## config.mk

```make
export PLATFORM = sky130hd
export DESIGN_NAME = rcv_word_assembler
export DESIGN_NICKNAME = d
export VERILOG_FILES = /design/src/rtl/rcv_pkg.sv /design/src/rtl/rcv_bit_counter.sv /design/src/rtl/rcv_word_assembler.sv
export SDC_FILE = /design/constraint.sdc
export NUM_CORES = 1
export LEC_CHECK = 0
export CORE_ASPECT_RATIO = 1.4
export CORE_UTILIZATION = 49
export CTS_CLUSTER_DIAMETER = 30
export CTS_CLUSTER_SIZE = 10
export DETAILED_ROUTE_END_ITERATION = 10
export PLACE_DENSITY_LB_ADDON = 0.12
export SLEW_MARGIN = 15
export SYNTH_ARGS = -nofsm -noshare
export SYNTH_HDL_FRONTEND = slang
export SYNTH_SLANG_ARGS = --single-unit
```

## constraint.sdc

```tcl
create_clock -name clk -period 2.1 [get_ports clk]
set_clock_uncertainty 0.2 [all_clocks]
set_input_delay 0.21 -clock clk [delete_from_list [all_inputs] [get_ports clk]]
set_output_delay 0.21 -clock clk [all_outputs]
set_load 0.05 [all_outputs]
```

## src/rtl/rcv_pkg.sv

```systemverilog
// Shared types and constants for the serial receive path.
package rcv_pkg;

    // Default word width, shared with the byte/packet decoder.
    localparam int RCV_DATA_WIDTH = 8;

    // One-entry holding register occupancy.
    typedef enum logic {
        HOLD_EMPTY = 1'b0,
        HOLD_FULL  = 1'b1
    } hold_state_t;

endpackage : rcv_pkg

```

## src/rtl/rcv_bit_counter.sv

```systemverilog
// Wrapping bit counter: counts enabled cycles 0..WRAP_VAL, then returns to 0.
// The wrap strobe is combinational and marks the cycle whose count
// completes a word.
module rcv_bit_counter #(
    parameter int               CNT_W    = 3,
    parameter logic [CNT_W-1:0] WRAP_VAL = '1
) (
    input  logic             clk,
    input  logic             rst,
    input  logic             count_enable,
    input  logic             clear,
    output logic [CNT_W-1:0] count,
    output logic             wrap
);

    // Wrap fires on the enabled cycle that sees the terminal count.
    assign wrap = count_enable && (count == WRAP_VAL);

    // Count register; clear beats count_enable.
    always_ff @(posedge clk or posedge rst) begin
        // NOTE: sequential state is written with <= so every register
        // samples values from before the edge, regardless of block order.
        if (rst) begin
            count <= '0;
        end else if (clear) begin
            count <= '0;
        end else if (count_enable) begin
            count <= wrap ? '0 : count + CNT_W'(1);
        end
    end

endmodule : rcv_bit_counter

```

## src/rtl/rcv_word_assembler.sv

```systemverilog
// Serial-to-parallel receive assembler. Shifts accepted bits into a word,
// counts them, and hands completed words to downstream logic through a
// one-entry valid/ready holding register with sticky overrun detection.
module rcv_word_assembler
    import rcv_pkg::*;
#(
    parameter int DATA_WIDTH = RCV_DATA_WIDTH,
    parameter bit LSB_FIRST  = 1'b1,
    parameter int CNT_W      = $clog2(DATA_WIDTH)
) (
    input  logic                  clk,
    input  logic                  rst,
    input  logic                  shift_enable,
    input  logic                  serial_in,
    input  logic                  bit_skip,
    input  logic                  frame_clear,
    input  logic                  word_ready,
    output logic [DATA_WIDTH-1:0] word_data,
    output logic                  word_valid,
    output logic                  overrun,
    output logic [CNT_W-1:0]      bit_count
);

    logic [DATA_WIDTH-1:0] sr;
    logic [DATA_WIDTH-1:0] shifted;
    logic                  accepted;
    logic                  word_complete;
    hold_state_t           state;
    hold_state_t           state_next;
    logic                  load_word;
    logic                  set_overrun;

    // Stuffed bits and bits arriving with a frame restart are discarded.
    assign accepted = shift_enable && !bit_skip && !frame_clear;

    // Shift result including the current bit; this is also the completed word.
    always_comb begin
        if (LSB_FIRST) begin
            shifted = {serial_in, sr[DATA_WIDTH-1:1]};
        end else begin
            shifted = {sr[DATA_WIDTH-2:0], serial_in};
        end
    end

    rcv_bit_counter #(
        .CNT_W    (CNT_W),
        .WRAP_VAL (CNT_W'(DATA_WIDTH - 1))
    ) u_bit_counter (
        .clk          (clk),
        .rst          (rst),
        .count_enable (accepted),
        .clear        (frame_clear),
        .count        (bit_count),
        .wrap         (word_complete)
    );

    // Partial-word shift register.
    always_ff @(posedge clk or posedge rst) begin
        if (rst) begin
            sr <= '0;
        end else if (frame_clear) begin
            sr <= '0;
        end else if (accepted) begin
            sr <= shifted;
        end
    end

    // Holding FSM state register.
    always_ff @(posedge clk or posedge rst) begin
        if (rst) begin
            state <= HOLD_EMPTY;
        end else begin
            state <= state_next;
        end
    end

    // Holding FSM next state: decide whether a completed word is loaded,
    // handed off, or dropped as an overrun.
    always_comb begin
        // NOTE: every output of this block gets a default first, so no path
        // leaves a value unassigned and no latch is inferred.
        state_next  = state;
        load_word   = 1'b0;
        set_overrun = 1'b0;
        if (frame_clear) begin
            state_next = HOLD_EMPTY;
        end else begin
            case (state)
                HOLD_EMPTY: begin
                    if (word_complete) begin
                        load_word  = 1'b1;
                        state_next = HOLD_FULL;
                    end
                end
                HOLD_FULL: begin
                    if (word_complete) begin
                        // Old word leaves on this edge only if accepted now.
                        load_word   = word_ready;
                        set_overrun = !word_ready;
                        state_next  = HOLD_FULL;
                    end else if (word_ready) begin
                        state_next = HOLD_EMPTY;
                    end
                end
                default: state_next = HOLD_EMPTY;
            endcase
        end
    end

    // Holding register: stable unless a new word is loaded or the frame restarts.
    always_ff @(posedge clk or posedge rst) begin
        if (rst) begin
            word_data <= '0;
        end else if (frame_clear) begin
            word_data <= '0;
        end else if (load_word) begin
            word_data <= shifted;
        end
    end

    // Sticky overrun flag; only reset or a frame restart clears it.
    always_ff @(posedge clk or posedge rst) begin
        if (rst) begin
            overrun <= 1'b0;
        end else if (frame_clear) begin
            overrun <= 1'b0;
        end else if (set_overrun) begin
            overrun <= 1'b1;
        end
    end

    assign word_valid = (state == HOLD_FULL);

endmodule : rcv_word_assembler

```

# Yosys cells after proc, flatten, opt, wreduce, memory -nomap -nowiden
# Cells that the tools add are included.
[classes]
n_addsub = 1
n_eq_ne = 1
mux = 20
n_bitwise = 1
n_reduce_logical = 9
[ops]
columns = ["operator", "count"]
rows = [
  ["8-bit two-way mux", 4],
  ["1-bit two-way mux", 11],
  ["3-bit two-way mux", 3],
  ["2-bit nonzero test", 3],
  ["1-bit case mux with 2 select lines", 2],
  ["3-bit by 1-bit adder with 3-bit output, second input constant", 1],
  ["3-bit equality test, second input constant", 1],
  ["1-bit logical AND", 3],
  ["1-bit logical NOT", 3],
  ["1-bit NOT", 1],
]
[totals]
register_bits = 21
in_bits = 7
output_inout_bits = 13
word_cells = 37

# Depth between registers and ports, before layout
[logic_depth]
depth_word = 9
ltp_mapped = 7
depth_no_buf = 5

# Modules after synthesis
# A second synthesis with hierarchy kept.
[hier_totals]
cells_unflattened = 91
hier_area_um2 = 947.2
[by_module_without_submodules]
columns = ["module", "n_inst", "cells_each", "area_per_inst_um2", "seq_area_each_um2"]
rows = [
  ["rcv_word_assembler", 1, 76, 782.0, 425.4],
  ["rcv_bit_counter", 1, 15, 165.2, 75.1],
]

# Worst setup path before layout
# No wires, ideal clock.
[synth_timing]
path_type = "register to register"
startpoint = "register u_bit_counter.count[0]"
endpoint = "register word_data[1]"
setup_time_ns = 0.120
t_arrival_ns = 1.751
required_time_ns = 1.780
path_slack_ns = 0.029
path_stages_with_launch = 7
n_path_buf = 2
synth_period_minus_slack_ns = 2.071
path_cell_list = "dfrtp_1 > ha_1 > ha_1 > and4bb_1 > buf_6 > buf_12 > a31o_2"
[synth_between]
elab_chain_cells = 6
elab_cells_between_ends = 7
classes_between = "1 x eq/ne; 4 x mux; 2 x reduce/logical"
[synth_rtl]
columns = ["element", "line_no", "text"]
rows = [
  ["from (decl)", "rcv_bit_counter.sv:12", "output logic [CNT_W-1:0] count,"],
  ["from (signal assigned)", "rcv_bit_counter.sv:28", "count <= wrap ? '0 : count + CNT_W'(1);"],
  ["3-bit equality test (*)", "rcv_bit_counter.sv:17", "assign wrap = count_enable && (count == WRAP_VAL);"],
  ["1-bit logical AND (*)", "rcv_bit_counter.sv:17", ""],
  ["1-bit two-way mux (on tied branches)", "rcv_word_assembler.sv:96, rcv_word_assembler.sv:90", ""],
  ["1-bit case mux with 2 select lines (*)", "rcv_word_assembler.sv:88", "case (state)"],
  ["1-bit two-way mux (*)", "rcv_word_assembler.sv:85", "if (frame_clear) begin"],
  ["2-bit nonzero test (no source line) (*)", "--", ""],
  ["to (signal assigned)", "rcv_word_assembler.sv:117", "word_data <= shifted;"],
  ["to (decl)", "rcv_word_assembler.sv:18", "output logic [DATA_WIDTH-1:0] word_data,"],
]
# Mark *: on every way between the ends. The rest lies on a longest branch, timed or not.
# A chain may end at the register's enable or synchronous reset.

# Final worst setup path
[layout_timing]
startpoint = "register u_bit_counter.count[0]"
endpoint = "output port bit_count[0]"
[layout_lines]
columns = ["element", "line_no", "text"]
rows = [
  ["to (decl)", "rcv_word_assembler.sv:21", "output logic [CNT_W-1:0] bit_count"],
]
# No word-level cell between the ends.

==> impl_metrics.json <==
{
  "outcome": "complete, no violations",
  "setup_viol": 0,
  "total_leakage_power_nw": 0.517,
  "crit_path_start_kind": "flop",
  "synthTopCellsByArea": "dfrtp_1 (52%), a21oi_1 (8.3%), nand2_1 (7.0%)",
  "dp_hpwl_um": 1160,
  "irDropWorstVdd_mv": 0.351,
  "synth_cell_types": 20,
  "gp_congestion": 0.717,
  "rows": 18,
  "post-cts-setup-buffers": 0,
  "critPathCaptureType": "output port",
  "layout_common_cells": "dfrtp_1 (20), clkdlybuf4s50_1 (19), nand2_1 (18), a21oi_1 (16), nand2b_1 (10)",
  "fmax_mhz": 517,
  "antenna_left": 0,
  "dr.pass1.iters": 4,
  "synth-seq-cells": 20,
  "worst_pin_slew_ns": 0.623,
  "initialDrtViolationCount": 13,
  "netSwitchingPower_mw": 0.149,
  "criticalPathCategory": "flop to output port",
  "die_h_um": 54.4,
  "synth_top_area_frac": 0.521,
  "grt_overflow": 0,
  "initial_core_util": 0.533,
  "ys_seq_area_frac": 0.521,
  "fin_tns_setup_ns": 0,
  "wirelength_um": 1700,
  "internal-power_mw": 0.518,
  "synth_edf_count": 0,
  "fillers": 158,
  "fin_crit_sh": 0.920,
  "cap_violations": 0,
  "drc_errors": 0,
  "grt_pass1_wl_um": 2860,
  "regArea_um2": 500,
  "wl_per_cell_um": 12.8,
  "antenna_cells": 0,
  "cp_slowest_cell": "clkdlybuf4s50_1",
  "cp_max_fo": 4,
  "cts_tree": "built",
  "cts-root-buf": "clkbuf_4",
  "final_common_cell": "dfrtp_1",
  "fin_util": 0.649,
  "synthFlopType": "dfrtp_1",
  "cts_buffers": 3,
  "cts_resized": 0,
  "synth_area_um2": 961,
  "cts.sinks": 20,
  "vias": 701,
  "synth_area_leader_cell": "dfrtp_1",
  "grtUsageMet1": 0.285,
  "core_um2": 1800,
  "htree_levels": 1,
  "clkTransAtPathRegs_ns": 0.11,
  "path_delay_family": "buffers and inverters",
  "syn_nets": 103,
  "design_area_um2": 1170,
  "syn-mean-instance-area_um2": 10.2,
  "rsz0062_at_grt": "no",
  "io_pins": 20,
  "grt_max_degree": 21,
  "fp.dieW_um": 39.4,
  "max-clock-path-buffers": 2,
  "multiInputGateArea_um2": 379,
  "use_met2": 0.287,
  "switching_share": 0.223,
  "dieArea_um2": 2140,
  "worstHoldPathType": "input port to async pin",
  "grt_pass1_vias": 657,
  "synth_cells": 94,
  "crit_required_ns": 1.69,
  "maxSlewViolCount": 0,
  "p_clk_frac": 0.327,
  "min_period_ns": 1.93,
  "top_usage_layer": "met2",
  "area_growth_pct": 21.6,
  "ys_warn_count": 0,
  "clk_latency_ns": 0.30,
  "port_buffers": 19,
  "slew-limit-headroom": 0.585,
  "rrSetupSlack_ns": 0.25,
  "antenna_found_initial": 0,
  "p_per_area_nw_per_um2": 571,
  "crit_chain": "clkdlybuf4s50_1",
  "combinationalPowerShare": 0.087,
  "vias_per_cell": 5.27,
  "grt.total_usage": 0.200,
  "layout-drive-gt1-share": 0.142,
  "pwr-share-seq": 0.586,
  "regToRegEndpoint": "word_data[1]",
  "async_reset_ff_frac": 1.00,
  "holdWs_ns": 0.0272,
  "use_met3": 0.0366,
  "cts_hold_buf": 0,
  "slowest_delay_ns": 0.82,
  "crit_arrival_ns": 1.52,
  "reg2reg_from": "u_bit_counter.count[0]",
  "finalHoldViolations": 0,
  "ff2ff_path_depth": 6,
  "postPlaceCellArea_um2": 1130,
  "crit_buf_inv": 1,
  "fin_ws_ns": 0.167,
  "pre_cts_slack_ns": 0.216,
  "nets": 123
}
-- metrics by stage --
step                std cells  power [mW]
global route              133       0.696
CTS                       133       0.677
finish                    133       0.667
floorplan                  94       0.431
global placement          129       0.456
detailed placement        129       0.457
-- synth_stat cells, types with 2 or more instances --
cell type	number
nand2b_1	10
a31o_1	2
ha_1	2
clkbuf_1	2
buf_2	2
a21oi_2	2
a21oi_1	16
nor2_1	3
a31o_2	6
dfrtp_1	20
buf_6	2
inv_1	2
nand2_1	18
-- metal layers --
layer  up-vias  share of wire  wire (um)
li1        355              -          -
met1       330           0.48        822
met2        14           0.47        803
met3         2          0.035         60
met4         0          0.010         17
met5         -              0          0
-- cell type report --
class	instances	area share
clock buffer	4	0.0310
inverter	2	0.00642
multi-input combinational	64	0.324
sequential	20	0.428
tap	20	0.0214
timing repair buffer	23	0.188
-- power groups by stage --
| stage | clock network (mW) | registers [mW] | logic (mW) |
|---|---|---|---|
| after floorplan | 0 | 0.405 | 0.0256 |
| after global placement | 0 | 0.399 | 0.0578 |
| after detailed placement | 0 | 0.399 | 0.0585 |
| after CTS | 0.227 | 0.391 | 0.0586 |
| after global routing | 0.241 | 0.392 | 0.0640 |
| final | 0.218 | 0.391 | 0.0580 |
-- how the worst max path moves through the flow --
stage / start / endpoint / cells after the start
2_1_floorplan: u_bit_counter.count[0] / word_data[1] / 6
3_3_place_gp: word_ready / word_data[6] / 4
3_5_place_dp: word_ready / word_data[1] / 4
4_1_cts: u_bit_counter.count[0] / bit_count[0] / 1
5_1_grt: u_bit_counter.count[0] / bit_count[0] / 1
6_report: u_bit_counter.count[0] / bit_count[0] / 1
-- sequential cells by signal, indices dropped and copies added, names as in the netlist --
name                 flops
word_data                8
u_bit_counter.count      3
sr                       7
word_valid               1
overrun                  1
-- cell families after synthesis --
| kind of cell | synth area share |
|---|---|
| compound gates | 0.184 |
| buf+inv | 0.0846 |
| mux | 0.0104 |
| flops | 0.521 |
| fa+ha+maj | 0.0260 |
| simple gates | 0.174 |
(Power assumes the default switching activity.)
